$ cat config.mk
export PLATFORM = sky130hd
export DESIGN_NAME = demux_1xn_stream
export DESIGN_NICKNAME = d
export VERILOG_FILES = /design/src/rtl/demux_1xn_stream.sv
export SDC_FILE = /design/constraint.sdc
export NUM_CORES = 1
export LEC_CHECK = 0
export BUFFER_PORTS_ARGS = -buffer_cell sky130_fd_sc_hd__buf_2
export CAP_MARGIN = 20
export CORE_AREA = 5 5 58 80
export DETAILED_ROUTE_END_ITERATION = 10
export DIE_AREA = 0 0 63 85
export PLACE_DENSITY = 0.85
export SETUP_SLACK_MARGIN = 0.02
export SLEW_MARGIN = 10
export SYNTH_ARGS = -nofsm -noshare
export SYNTH_HDL_FRONTEND = slang
export SYNTH_SLANG_ARGS = --single-unit
$ cat constraint.sdc
create_clock -name clk -period 2.2 [get_ports clk]
set_input_delay 0.22 -clock clk [delete_from_list [all_inputs] [get_ports clk]]
set_output_delay 0.22 -clock clk [all_outputs]
set_load 0.01 [all_outputs]
$ cat src/rtl/demux_1xn_stream.sv
// demux_1xn_stream: 1-to-N stream demultiplexer with unicast/broadcast routing and per-channel output registers.
module demux_1xn_stream #(
  parameter int WIDTH = 8,
  parameter int N     = 4,
  parameter int SELW  = 2
) (
  input  logic               clk,
  input  logic               rst,
  input  logic               in_valid,
  output logic               in_ready,
  input  logic [WIDTH-1:0]   in_data,
  input  logic [SELW-1:0]    in_sel,
  input  logic               bcast,
  output logic [N-1:0]       out_valid,
  input  logic [N-1:0]       out_ready,
  output logic [N*WIDTH-1:0] out_data,
  output logic               drop_pulse,
  output logic [7:0]         drop_cnt
);
  logic [N-1:0]       valid_q, valid_d, free, hit, wr;
  logic [N*WIDTH-1:0] data_q, data_d;
  logic               acc, drop, drop_pulse_q;
  logic [7:0]         drop_cnt_q, drop_cnt_d;
  // An out-of-range unicast select hits no channel, so it is always ready and becomes a drop.
  always_comb begin
    free = ~valid_q | out_ready;
    for (int k = 0; k < N; k++) hit[k] = bcast | (in_sel == SELW'(k));
    in_ready = !rst && (bcast ? &free : (!(|hit) || |(hit & free)));
    acc = in_valid && in_ready;
    wr = acc ? hit : '0;
    drop = acc && !bcast && !(|hit);
    valid_d = valid_q;
    data_d = data_q;
    for (int k = 0; k < N; k++) begin
      if (wr[k]) begin
        valid_d[k] = 1'b1;
        data_d[k*WIDTH +: WIDTH] = in_data;
      end else if (valid_q[k] && out_ready[k]) begin
        valid_d[k] = 1'b0;
        data_d[k*WIDTH +: WIDTH] = '0;
      end
    end
    drop_cnt_d = (drop && drop_cnt_q != 8'hFF) ? drop_cnt_q + 8'd1 : drop_cnt_q;
  end
  always_ff @(posedge clk) begin
    if (rst) begin
      valid_q      <= '0;
      data_q       <= '0;
      drop_pulse_q <= 1'b0;
      drop_cnt_q   <= '0;
    end else begin
      valid_q      <= valid_d;
      data_q       <= data_d;
      drop_pulse_q <= drop;
      drop_cnt_q   <= drop_cnt_d;
    end
  end
  assign out_valid  = valid_q;
  assign out_data   = data_q;
  assign drop_pulse = drop_pulse_q;
  assign drop_cnt   = drop_cnt_q;
endmodule

Yosys cells after proc, flatten, opt, wreduce, memory -nomap -nowiden
Index checks and enable logic that the tools add are counted.
{ "classes": {"n_shift": 0, "multipliers": 0, "eq_ne": 4, "bitwise": 7, "div": 0, "addsub": 1, "magnitude_cmp": 0, "reduce_logical": 21, "n_mux": 18} }
{ "op_table": {"columns": ["operator", "n"], "rows": [
  ["two-way mux 8 bit", 8],
  ["logical AND 1 bit", 9],
  ["two-way mux 1 bit", 9],
  ["adder 8 x 1 -> 8 bit (second input constant)", 1],
  ["inequality test 8 bit (second input constant)", 1],
  ["nonzero test 2 bit", 4],
  ["OR reduction 4 bit", 2],
  ["bitwise AND 4 bit", 1],
  ["== test 2 bit (second input constant)", 2],
  ["two-way mux 4 bit", 1],
  ["NOT 4 bit", 1],
  ["OR 1 bit", 4],
  ["OR 4 bit", 1],
  ["AND reduction 4 bit", 1],
  ["zero test 1 bit", 3],
  ["== test 2 x 1 -> 1 bit (second input constant)", 1],
  ["zero test 2 bit", 1],
  ["logical OR 1 bit", 1]
]} }
{ "totals": {"n_memories": 0, "mem_bits_ro": 0, "ramBits": 0, "latch_bits": 0, "word_cells": 61, "output_inout_bits": 46, "register_bits": 45} }

Depth between registers and ports, before layout
Gate-level depths: netlist (run 1).
{ "logic_depth": {"ltp_word": 11, "mapped_depth": 6} }

Worst setup path before layout (run 1)
No wires, ideal clock.
{ "synth_timing": {"path_type": "register to register", "from": "register valid_q[1], in the netlist out_valid[1]", "to": "register data_q[10], in the netlist out_data[10]", "required_ps": 2070, "arrival_ps": 1639, "period_less_slack_ps": 1769, "setup_slack_ps": 431, "path_stages_with_launch": 6, "cell_sequence": "dfxtp_1 > nor2b_1 > mux4_2 > nor3b_4 > a21oi_4 > mux2i_1"} }
{ "synth_via": {"elab_chain_cells": 10, "elab_cells_between_ends": 13} }
{ "synth_rtl": {"columns": ["item", "line_no", "rtl"], "rows": [
  ["start, declared", "20", "logic [N-1:0] valid_q, valid_d, free, hit, wr;"],
  ["start signal, assigned", "52", "valid_q <= valid_d;"],
  ["NOT 4 bit", "26", "free = ~valid_q | out_ready;"],
  ["OR 4 bit", "26", null],
  ["bitwise AND 4 bit", "28", "in_ready = !rst && (bcast ? &free : (!(|hit) || |(hit & free)));"],
  ["OR reduction 4 bit", "28", null],
  ["logical OR 1 bit", "28", null],
  ["two-way mux 1 bit", "28", null],
  ["logical AND 1 bit", "28", null],
  ["logical AND 1 bit", "29", "acc = in_valid && in_ready;"],
  ["two-way mux 4 bit", "30", "wr = acc ? hit : '0;"],
  ["two-way mux 8 bit / nonzero test 2 bit (equally long branches)", null, null],
  ["end signal, assigned", "53", "data_q <= data_d;"],
  ["end, declared", "21", "logic [N*WIDTH-1:0] data_q, data_d;"]
]} }
Parallel ways exist; a longest one is shown, timed or not.
A chain may end at the register's enable or synchronous reset.

Final worst setup path (run 1)
{ "layout_timing": {"from": "register valid_q[3], in the netlist out_valid[3]", "to": "register data_q[17], in the netlist out_data[17]"} }
{ "layout_via": {"elab_chain_cells": 10, "elab_cells_between_ends": 12} }
{ "layout_rtl": {"columns": ["item", "line_no"], "rows": [
  ["NOT 4 bit (*)", "26"],
  ["OR 4 bit (*)", "26"],
  ["bitwise AND 4 bit", "28"],
  ["OR reduction 4 bit", "28"],
  ["logical OR 1 bit", "28"],
  ["two-way mux 1 bit (*)", "28"],
  ["logical AND 1 bit (*)", "28"],
  ["logical AND 1 bit (*)", "29"],
  ["two-way mux 4 bit (*)", "30"],
  ["two-way mux 8 bit / nonzero test 2 bit (equally long branches)", null]
]} }
Every way passes the cells marked *; elsewhere a longest branch is shown, timed or not.

==> metrics, run 1 <==
Hold Crit Class=input port to flip-flop; IO Pins=64; cts repair resizes=0; Synth-to-Final Area Change=24.8%; die width=63 µm; largest family of logic cells by synthesized area=simple AND/OR/NAND/NOR gates; clock sink total=45; post-layout util=56.2%; DRC=0; Area after DPL=2110 µm²; Post-CTS Setup Repair Bufs=0; GP Congestion=0.870; crit path time final=1.93 ns; Leak=1.12 nW; crit path cell chain=nor2b_1 > mux4_2 > inv_1 > o221a_1 > mux2i_1; Slew Viols, Final=0; CTS tree=built; pre-CTS setup slack=0.282 ns; clk_skew=0.00468 ns; Power Density=706 nW/µm²; setup repair after global routing missed its margin=false; outcome=completed; die height=85 µm; Final WS setup=0.268 ns; Fin. Hold Viols=0; most common cell after layout, fill and taps aside=buf_2; most frequent cells in the layout=63 x buf_2, 45 x dfxtp_1, 33 x nand2_1; Max Freq=518 MHz; Startpoint Class=flip-flop; adder and majority gate portion of the synthesized area=0%; layout net count=254; clk slew on worst S/H paths=0.08 ns; crit-path max cell delay=0.52 ns; Peak supply drop=0.000637 V; Synth Area in Compound Gates=7.58%; placeable core area=3880 µm²; post-synthesis sequential area ratio=51.5%; Synth Area in XOR/XNOR=0%; routed via count=1378; placed insts=272; global route overflow=0; H-Tree Level Count=2; Crit Path Category=flip-flop to flip-flop; element type at the critical path end=flip-flop; syn nets=187; vias in the first global route=1421; CTS max path bufs=2; Worst EP arrival=2.15 ns; multiplexer share of the synthesized area=19.6%; post-route cell area=2180 µm²; Critical Path RT=2.41 ns; CTS Hold Bufs=0; CP max FO=8; Simple-Gate Fraction of Synth Area=19.8%; total iterations of the first detailed-routing run=4; initial antenna violation count=0; setup TNS=0 ns; root buffer cell=clkbuf_8; die area=5360 µm²; # setup viols final=0; Via density=4.96; synthesized cell area=1750 µm²; synth warn=0; drt total wl=4100 µm; largest net degree at the start of global routing=26; antenna viol nets, final=0; Cell variety after synth=22; crit share post-route=87.8%; clock insertion delay at the later pin of the skew report=0.29 ns; fraction of layout instances using a drive strength above 1=32.8%; #FFs+latches synth=45; Worst-Margin Slew=0.680 ns; initial core utilization=45.1%; ant diodes=0; Worst path slowest cell=mux4_2; Mapped Avg Cell Area=10.4 µm²; Post-Synthesis Cells=169; Starting DRT DRC Count=49; number of port buffers=63; routed length per placed instance=14.8 µm; post-DP HPWL=3150 µm; TritonCTS Buffers=5; Slew Limit Headroom=54.7%; num rows=27; first-pass GRT wire length=6570 µm; fin cells=278; Max-cap violations=0; total track usage=15.3%
-- critical path, delay by kind of cell, from the launching register on --
family                 cells  cell delay [ns]
flip-flops                 1             0.34
multiplexers               2             0.78
buffers and inverters      1             0.08
AO/OA/AOI/OAI              1             0.52
AND/OR/NAND/NOR            1             0.14
-- sequential cells by signal (all words and copies together) (netlist names) --
register,cells
drop_cnt,8
drop_pulse,1
out_data,32
out_valid,4
-- per-layer routing --
metal	part of all wire (%)	vias up	GRT usage (%)
li1	-	697	-
met5	0	-	0
met1	41	630	17.1
met3	6.2	4	4.64
met2	52	47	27.0
met4	1.1	0	5.79
-- kinds of logic after synthesis --
kind of cell | count (synthesis)
simple gates | 67
buf+inv | 6
compound gates | 17
other cells | 1
flops | 45
mux | 33
-- Yosys cell counts --
| cell | instances | area (µm²) |
|---|---|---|
| dfxtp_1 | 45 | 901 |
| nand2_1 | 33 | 124 |
| mux2i_1 | 32 | 320 |
| nor2b_1 | 13 | 81.3 |
| nand2b_1 | 12 | 75.1 |
| a21oi_1 | 6 | 30.0 |
| nor2_1 | 5 | 18.8 |
| a21oi_4 | 3 | 48.8 |
| clkbuf_1 | 3 | 11.3 |
| a21o_1 | 2 | 15.0 |
| nor3b_4 | 2 | 37.5 |
| o21ai_0 | 2 | 10.0 |
| o21ai_1 | 2 | 10.0 |
| buf_2 | 1 | 5.00 |
| conb_1 | 1 | 3.75 |
| inv_1 | 1 | 3.75 |
| inv_2 | 1 | 3.75 |
| mux4_2 | 1 | 22.5 |
| nand3_1 | 1 | 5.00 |
| nor3_1 | 1 | 5.00 |
| o21a_1 | 1 | 7.51 |
| o221a_1 | 1 | 11.3 |
-- stage by stage --
stage | power [W] | hold WS [ns]
2_1_floorplan | 0.00102 | 0.419
3_3_place_gp | 0.00110 | 0.442
3_5_place_dp | 0.00110 | 0.445
4_1_cts | 0.00156 | 0.235
5_1_grt | 0.00161 | 0.252
6_report | 0.00154 | 0.242
-- layout make-up --
| type | count | area, µm² |
|---|---|---|
| Fill cell | 365 | 1700 |
| Sequential cell | 45 | 901 |
| Multi-Input combinational cell | 118 | 826 |
| Timing Repair Buffer | 64 | 323 |
| Clock buffer | 5 | 68.8 |
| Tap cell | 43 | 53.8 |
| Inverter | 2 | 7.51 |
| Clock inverter | 1 | 5.00 |
-- power breakdown --
| part | switching (W) | total (W) | internal [W] |
|---|---|---|---|
| clock network | 0.000254 | 0.000463 | 0.000209 |
| logic | 0.000123 | 0.000211 | 0.0000889 |
| registers | 0.0000187 | 0.000867 | 0.000849 |
-- worst paths after layout --
kind | startpoint | to | slack, ns | depth (start not counted)
max | out_valid[3]$_SDFFE_PP0P_ | out_data[17]$_SDFFE_PP0P_ | 0.27 | 5
min | out_ready[3] | out_valid[3]$_SDFFE_PP0P_ | 0.24 | 3
max reg2reg | out_valid[3]$_SDFFE_PP0P_ | out_data[17]$_SDFFE_PP0P_ | 0.27 | 5
min reg2reg | out_data[0]$_SDFFE_PP0P_ | out_data[0]$_SDFFE_PP0P_ | 0.45 | 2
Power figures use the tool's default switching activity.
==> run 2, diff against run 1 <==
--- a/config.mk
+++ b/config.mk
@@ -7,10 +7,10 @@
 export LEC_CHECK = 0
 export BUFFER_PORTS_ARGS = -buffer_cell sky130_fd_sc_hd__buf_2
 export CAP_MARGIN = 20
-export CORE_AREA = 5 5 58 80
+export CORE_AREA = 5 5 77 108
 export DETAILED_ROUTE_END_ITERATION = 10
-export DIE_AREA = 0 0 63 85
-export PLACE_DENSITY = 0.85
+export DIE_AREA = 0 0 82 113
+export PLACE_DENSITY = 0.55
 export SETUP_SLACK_MARGIN = 0.02
 export SLEW_MARGIN = 10
 export SYNTH_ARGS = -nofsm -noshare
==> run 2 against run 1 <==
  * Die area rose by 73%
  * Global-route usage is 4.9 points lower
  * Cell count is 21% higher
  * Final area rose by 3.8%
  * Non-clock buffer count up 1
  * Critical path depth is the same
  * Clock skew up 0.0028 ns
  * First-iteration DRC count down 12%
  * Sequential power is essentially flat
  * Maximum frequency down 0.84%
  * Combinational power rose by 2%
  * Critical path type unchanged
  * Critical endpoint is now out_data[18]$_SDFFE_PP0P_
==> metrics, run 2 (synthesis results as in run 1) <==
global route overflow=0 (unchanged); initial antenna violation count=0 (unchanged); Area after DPL=2190 µm² (was 2110 µm²); CTS Hold Bufs=0 (unchanged); Slew Viols, Final=0 (unchanged); fin cells=335 (was 278); number of port buffers=63 (unchanged); H-Tree Level Count=2 (unchanged); most common cell after layout, fill and taps aside=buf_2 (unchanged); fraction of layout instances using a drive strength above 1=33.2% (was 32.8%); clock insertion delay at the later pin of the skew report=0.29 ns (about the same); GP Congestion=0.789 (was 0.870); final hold slack=0.188 ns (was 0.242 ns); num rows=37 (was 27); element type at the critical path end=flip-flop (unchanged); total track usage=10.5% (was 15.3%); ant diodes=0 (unchanged); routed via count=1366 (was 1378); Fin. Hold Viols=0 (unchanged); Register Area=901 µm² (unchanged); crit path time final=1.95 ns (was 1.93 ns); outcome=completed (unchanged); post-DP HPWL=3650 µm (was 3150 µm); setup TNS=0 ns (unchanged); Peak supply drop=0.000297 V (was 0.000637 V); die height=113 µm (was 85 µm); antenna viol nets, final=0 (unchanged); IO Pins=64 (unchanged); Max-cap violations=0 (unchanged); Crit Path Category=flip-flop to flip-flop (unchanged); placed insts=327 (was 272); Synth-to-Final Area Change=29.6% (was 24.8%); initial core utilization=24.2% (was 45.1%); Multi-input gate area=826 µm² (unchanged); Max Freq=513 MHz (was 518 MHz); post-route cell area=2270 µm² (was 2180 µm²); layout net count=255 (was 254); Slew Limit Headroom=51.1% (was 54.7%); most frequent cells in the layout=63 x buf_2, 45 x dfxtp_1, 33 x nand2_1 (unchanged); root buffer cell=clkbuf_8 (unchanged); cts repair resizes=0 (unchanged); clk slew on worst S/H paths=0.09 ns (was 0.08 ns); Power Density=693 nW/µm² (was 706 nW/µm²); total iterations of the first detailed-routing run=4 (unchanged); die area=9270 µm² (was 5360 µm²); CTS tree=built (unchanged); max reg flops=32 (unchanged); CTS max path bufs=2 (unchanged); Fill cells=806 (was 365); drt total wl=4600 µm (was 4100 µm); Hold Crit Class=input port to flip-flop (unchanged); Startpoint Class=flip-flop (unchanged); clock sink total=45 (unchanged); CP max FO=8 (unchanged); Worst EP arrival=2.17 ns (was 2.15 ns); largest net degree at the start of global routing=21 (was 26); Final WS setup=0.252 ns (was 0.268 ns); pre-CTS setup slack=0.256 ns (was 0.282 ns); crit share post-route=88.5% (was 87.8%); Via density=4.08 (was 4.96); die width=82 µm (was 63 µm); first-pass GRT wire length=7390 µm (was 6570 µm); placeable core area=7220 µm² (was 3880 µm²); # setup viols final=0 (unchanged); Worst-Margin Slew=0.733 ns (was 0.680 ns); vias in the first global route=1467 (was 1421); DRC=0 (unchanged); Post-CTS Setup Repair Bufs=0 (unchanged); setup repair after global routing missed its margin=false (unchanged); Leak=1.13 nW (was 1.12 nW); routed length per placed instance=13.7 µm (was 14.8 µm); TritonCTS Buffers=5 (unchanged); Starting DRT DRC Count=43 (was 49); Critical Path RT=2.42 ns (was 2.41 ns); clk_skew=0.00747 ns (was 0.00468 ns)
==> run 2: metrics by stage <==
step | utilization (%) | power (W)
3_3_place_gp | 30.3 | 0.00111
5_1_grt | 31.4 | 0.00166
2_1_floorplan | - | 0.00102
3_5_place_dp | 30.3 | 0.00111
6_report | 31.4 | 0.00157
4_1_cts | 31.4 | 0.00161
==> run 2: path summary, 6_finish.rpt <==
check	cells past startpoint	slack (ns)	endpoint	from
max	5	0.25	out_data[18]$_SDFFE_PP0P_	out_valid[1]$_SDFFE_PP0P_
min	2	0.19	drop_cnt[4]$_SDFFE_PP0P_	rst
max reg2reg	5	0.25	out_data[18]$_SDFFE_PP0P_	out_valid[1]$_SDFFE_PP0P_
min reg2reg	2	0.46	out_data[22]$_SDFFE_PP0P_	out_data[22]$_SDFFE_PP0P_
==> run 2: report_power, final <==
| part | total, W | internal [W] | leakage (nW) | switching (W) |
|---|---|---|---|---|
| Combinational | 0.000216 | 0.0000905 | 0.720 | 0.000125 |
| Clock | 0.000489 | 0.000220 | 0.0450 | 0.000269 |
| Sequential | 0.000867 | 0.000849 | 0.366 | 0.0000185 |
==> run 2: worst max-delay path, stage by stage, from the launching register on <==
cell and delay [ns]:
dfxtp_1 0.34, nor2b_1 0.14, mux4_2 0.53, inv_1 0.08, o221a_1 0.54, mux2i_1 0.26
==> run 2: layout make-up <==
class                   count  area share [%]
flip-flops and latches     45            39.7
multi-input cells         118            36.4
repair buffers             65            14.6
well taps                  97            5.35
clock buffers               6            3.20
clock inverters             2           0.441
inverters                   2           0.331
==> run 2: layer usage <==
metal | track usage (%) | vias to the layer above | wire (µm)
met5 | 0 | - | 0
met4 | 3.33 | 0 | 64
met3 | 2.95 | 5 | 336
met2 | 18.1 | 45 | 2290
met1 | 12.2 | 620 | 1910
li1 | - | 696 | -
==> run 3, diff against run 2 <==
--- a/config.mk
+++ b/config.mk
@@ -11,6 +11,7 @@
 export DETAILED_ROUTE_END_ITERATION = 10
 export DIE_AREA = 0 0 82 113
 export PLACE_DENSITY = 0.55
+export RECOVER_POWER = 100
 export SETUP_SLACK_MARGIN = 0.02
 export SLEW_MARGIN = 10
 export SYNTH_ARGS = -nofsm -noshare
==> run 3 against run 2 <==
  * Via count hardly changed
  * First-iteration DRC count stayed put
  * Hold slack better by 0.00084 ns
  * Critical path depth stayed put
  * Critical endpoint is now out_data[27]$_SDFFE_PP0P_
  * Count of clock-buffer cells in the layout stayed put
  * Sequential share of layout area is 1.1 points higher
  * Largest power group unchanged
==> metrics, run 3 (synthesis results as in run 1) <==
total iterations of the first detailed-routing run=4 (unchanged); die height=113 µm (unchanged); Setup crit start=out_valid[1]$_SDFFE_PP0P_ (unchanged); number of port buffers=63 (unchanged); R2R depth=5 (unchanged); DRC=0 (unchanged); Power Density=710 nW/µm² (was 693 nW/µm²); num rows=37 (unchanged); Hold Crit Start=rst (unchanged); Peak supply drop=0.000300 V (was 0.000297 V); routed length per placed instance=13.9 µm (was 13.7 µm); CTS Hold Bufs=0 (unchanged); Synth-to-Final Area Change=25.9% (was 29.6%); post-DP HPWL=3650 µm (unchanged); max reg flops=32 (unchanged); Worst path top cell family by delay=multiplexers (unchanged); CTS max path bufs=2 (unchanged); R2R Path Start=out_valid[1]$_SDFFE_PP0P_ (unchanged); most common cell after layout, fill and taps aside=clkbuf_1 (was buf_2); total track usage=10.5% (unchanged); Via density=4.07 (was 4.08); Max-cap violations=0 (unchanged); Worst EP arrival=2.14 ns (was 2.17 ns); final hold slack=0.189 ns (was 0.188 ns); Slew Limit Headroom=51.1% (about the same); Leak=0.938 nW (was 1.13 nW); die area=9270 µm² (unchanged); outcome=completed (unchanged); FF-to-FF setup slack=0.23 ns (was 0.25 ns); Crit Path Category=flip-flop to flip-flop (unchanged); post-layout util=30.5% (was 31.4%); antenna viol nets, final=0 (unchanged); root buffer cell=clkbuf_8 (unchanged); Critical Path RT=2.37 ns (was 2.42 ns); CP Buf/Inv Count=0 (was 1); global route overflow=0 (unchanged); Starting DRT DRC Count=43 (unchanged); crit-path max cell delay=0.51 ns (was 0.54 ns); setup repair after global routing missed its margin=false (unchanged); initial core utilization=24.2% (unchanged); drt total wl=4650 µm (was 4600 µm); initial antenna violation count=0 (unchanged); # setup viols final=0 (unchanged); Post-CTS Setup Repair Bufs=0 (unchanged); clock sink total=45 (unchanged); Reg2Reg Capture Point=out_data[27]$_SDFFE_PP0P_ (was out_data[18]$_SDFFE_PP0P_); Max Freq=508 MHz (was 513 MHz); IO Pins=64 (unchanged); cts repair resizes=0 (unchanged); Startpoint Class=flip-flop (unchanged); Worst-Margin Slew=0.733 ns (about the same); crit path cell chain=nor2b_1 > mux4_2 > nor3b_2 > a21oi_4 > mux2i_1 (was nor2b_1 > mux4_2 > inv_1 > o221a_1 > mux2i_1); largest net degree at the start of global routing=21 (unchanged); most frequent cells in the layout=47 x clkbuf_1, 45 x dfxtp_1, 33 x nand2_1 (was 63 x buf_2, 45 x dfxtp_1, 33 x nand2_1); routed via count=1365 (was 1366); GP Congestion=0.789 (unchanged); first-pass GRT wire length=7390 µm (unchanged); crit share post-route=89.4% (was 88.5%); TritonCTS Buffers=5 (unchanged); crit path time final=1.97 ns (was 1.95 ns); clock insertion delay at the later pin of the skew report=0.29 ns (about the same); critical path depth=5 (unchanged); vias in the first global route=1467 (unchanged); fraction of layout instances using a drive strength above 1=13.9% (was 33.2%); Hold Crit Class=input port to flip-flop (unchanged); element type at the critical path end=flip-flop (unchanged); CTS tree=built (unchanged); H-Tree Level Count=2 (unchanged); Worst setup endpoint=out_data[27]$_SDFFE_PP0P_ (was out_data[18]$_SDFFE_PP0P_); Fin. Hold Viols=0 (unchanged); Fill cells=826 (was 806); Worst path slowest cell=mux4_2 (was o221a_1); Slew Viols, Final=0 (unchanged); die width=82 µm (unchanged); setup TNS=0 ns (unchanged); clk slew on worst S/H paths=0.09 ns (about the same); clk_skew=0.00704 ns (was 0.00747 ns); layout net count=255 (unchanged); ant diodes=0 (unchanged); placeable core area=7220 µm² (unchanged); CP max FO=9 (was 8)
[run 3: cell types whose count changed in the layout (fill, tap and decap cells not counted)]
cell / change
nor3b_4: -1
nor3b_2: +1
clkbuf_1: +46
buf_2: -46
[run 3: worst register-to-register path: stages, from the launching register on]
cell and delay (ns):
dfxtp_1 0.34, nor2b_1 0.14, mux4_2 0.51, nor3b_2 0.48, a21oi_4 0.22, mux2i_1 0.16
[run 3: worst min path at each step]
| stage | endpoint | cells past startpoint |
|---|---|---|
| finish | drop_cnt[4]$_SDFFE_PP0P_ | 2 |
| global route | drop_cnt[3]$_SDFFE_PP0P_ | 2 |
| CTS | drop_cnt[3]$_SDFFE_PP0P_ | 2 |
| detailed placement | out_data[22]$_SDFFE_PP0P_ | 2 |
| global placement | out_data[22]$_SDFFE_PP0P_ | 2 |
| floorplan | out_valid[3]$_SDFFE_PP0P_ | 2 |
[run 3: cell type report]
class / count / area (µm²) / area share (%)
repair buffers: 65 / 273 / 12.4
inverters: 2 / 7.51 / 0.341
clock inverters: 2 / 10.0 / 0.454
well taps: 97 / 121 / 5.51
clock buffers: 6 / 72.6 / 3.29
flip-flops and latches: 45 / 901 / 40.9
multi-input cells: 118 / 820 / 37.2
[run 3: power by group]
part	switching (W)	internal, W	leakage [nW]
logic	0.000126	0.0000801	0.527
clock network	0.000271	0.000221	0.0450
registers	0.0000196	0.000849	0.366
total	0.000417	0.00115	0.938
[run 3: per-layer routing]
layer | global-route usage [%] | vias up | wire length, µm
met5 | 0 | - | 0
met4 | 3.33 | 0 | 64
met3 | 2.95 | 5 | 332
met2 | 18.1 | 42 | 2290
met1 | 12.2 | 619 | 1970
li1 | - | 699 | -
[run 3: through the flow]
stage               area, µm²  std cells  total power [W]  worst slack, ns
finish                   2200        335          0.00157            0.232
global route             2200        335          0.00165            0.107
CTS                      2270        335          0.00161            0.230
detailed placement       2190        327          0.00111            0.256
global placement         2190        327          0.00111            0.284
floorplan                1750        169          0.00102            0.431
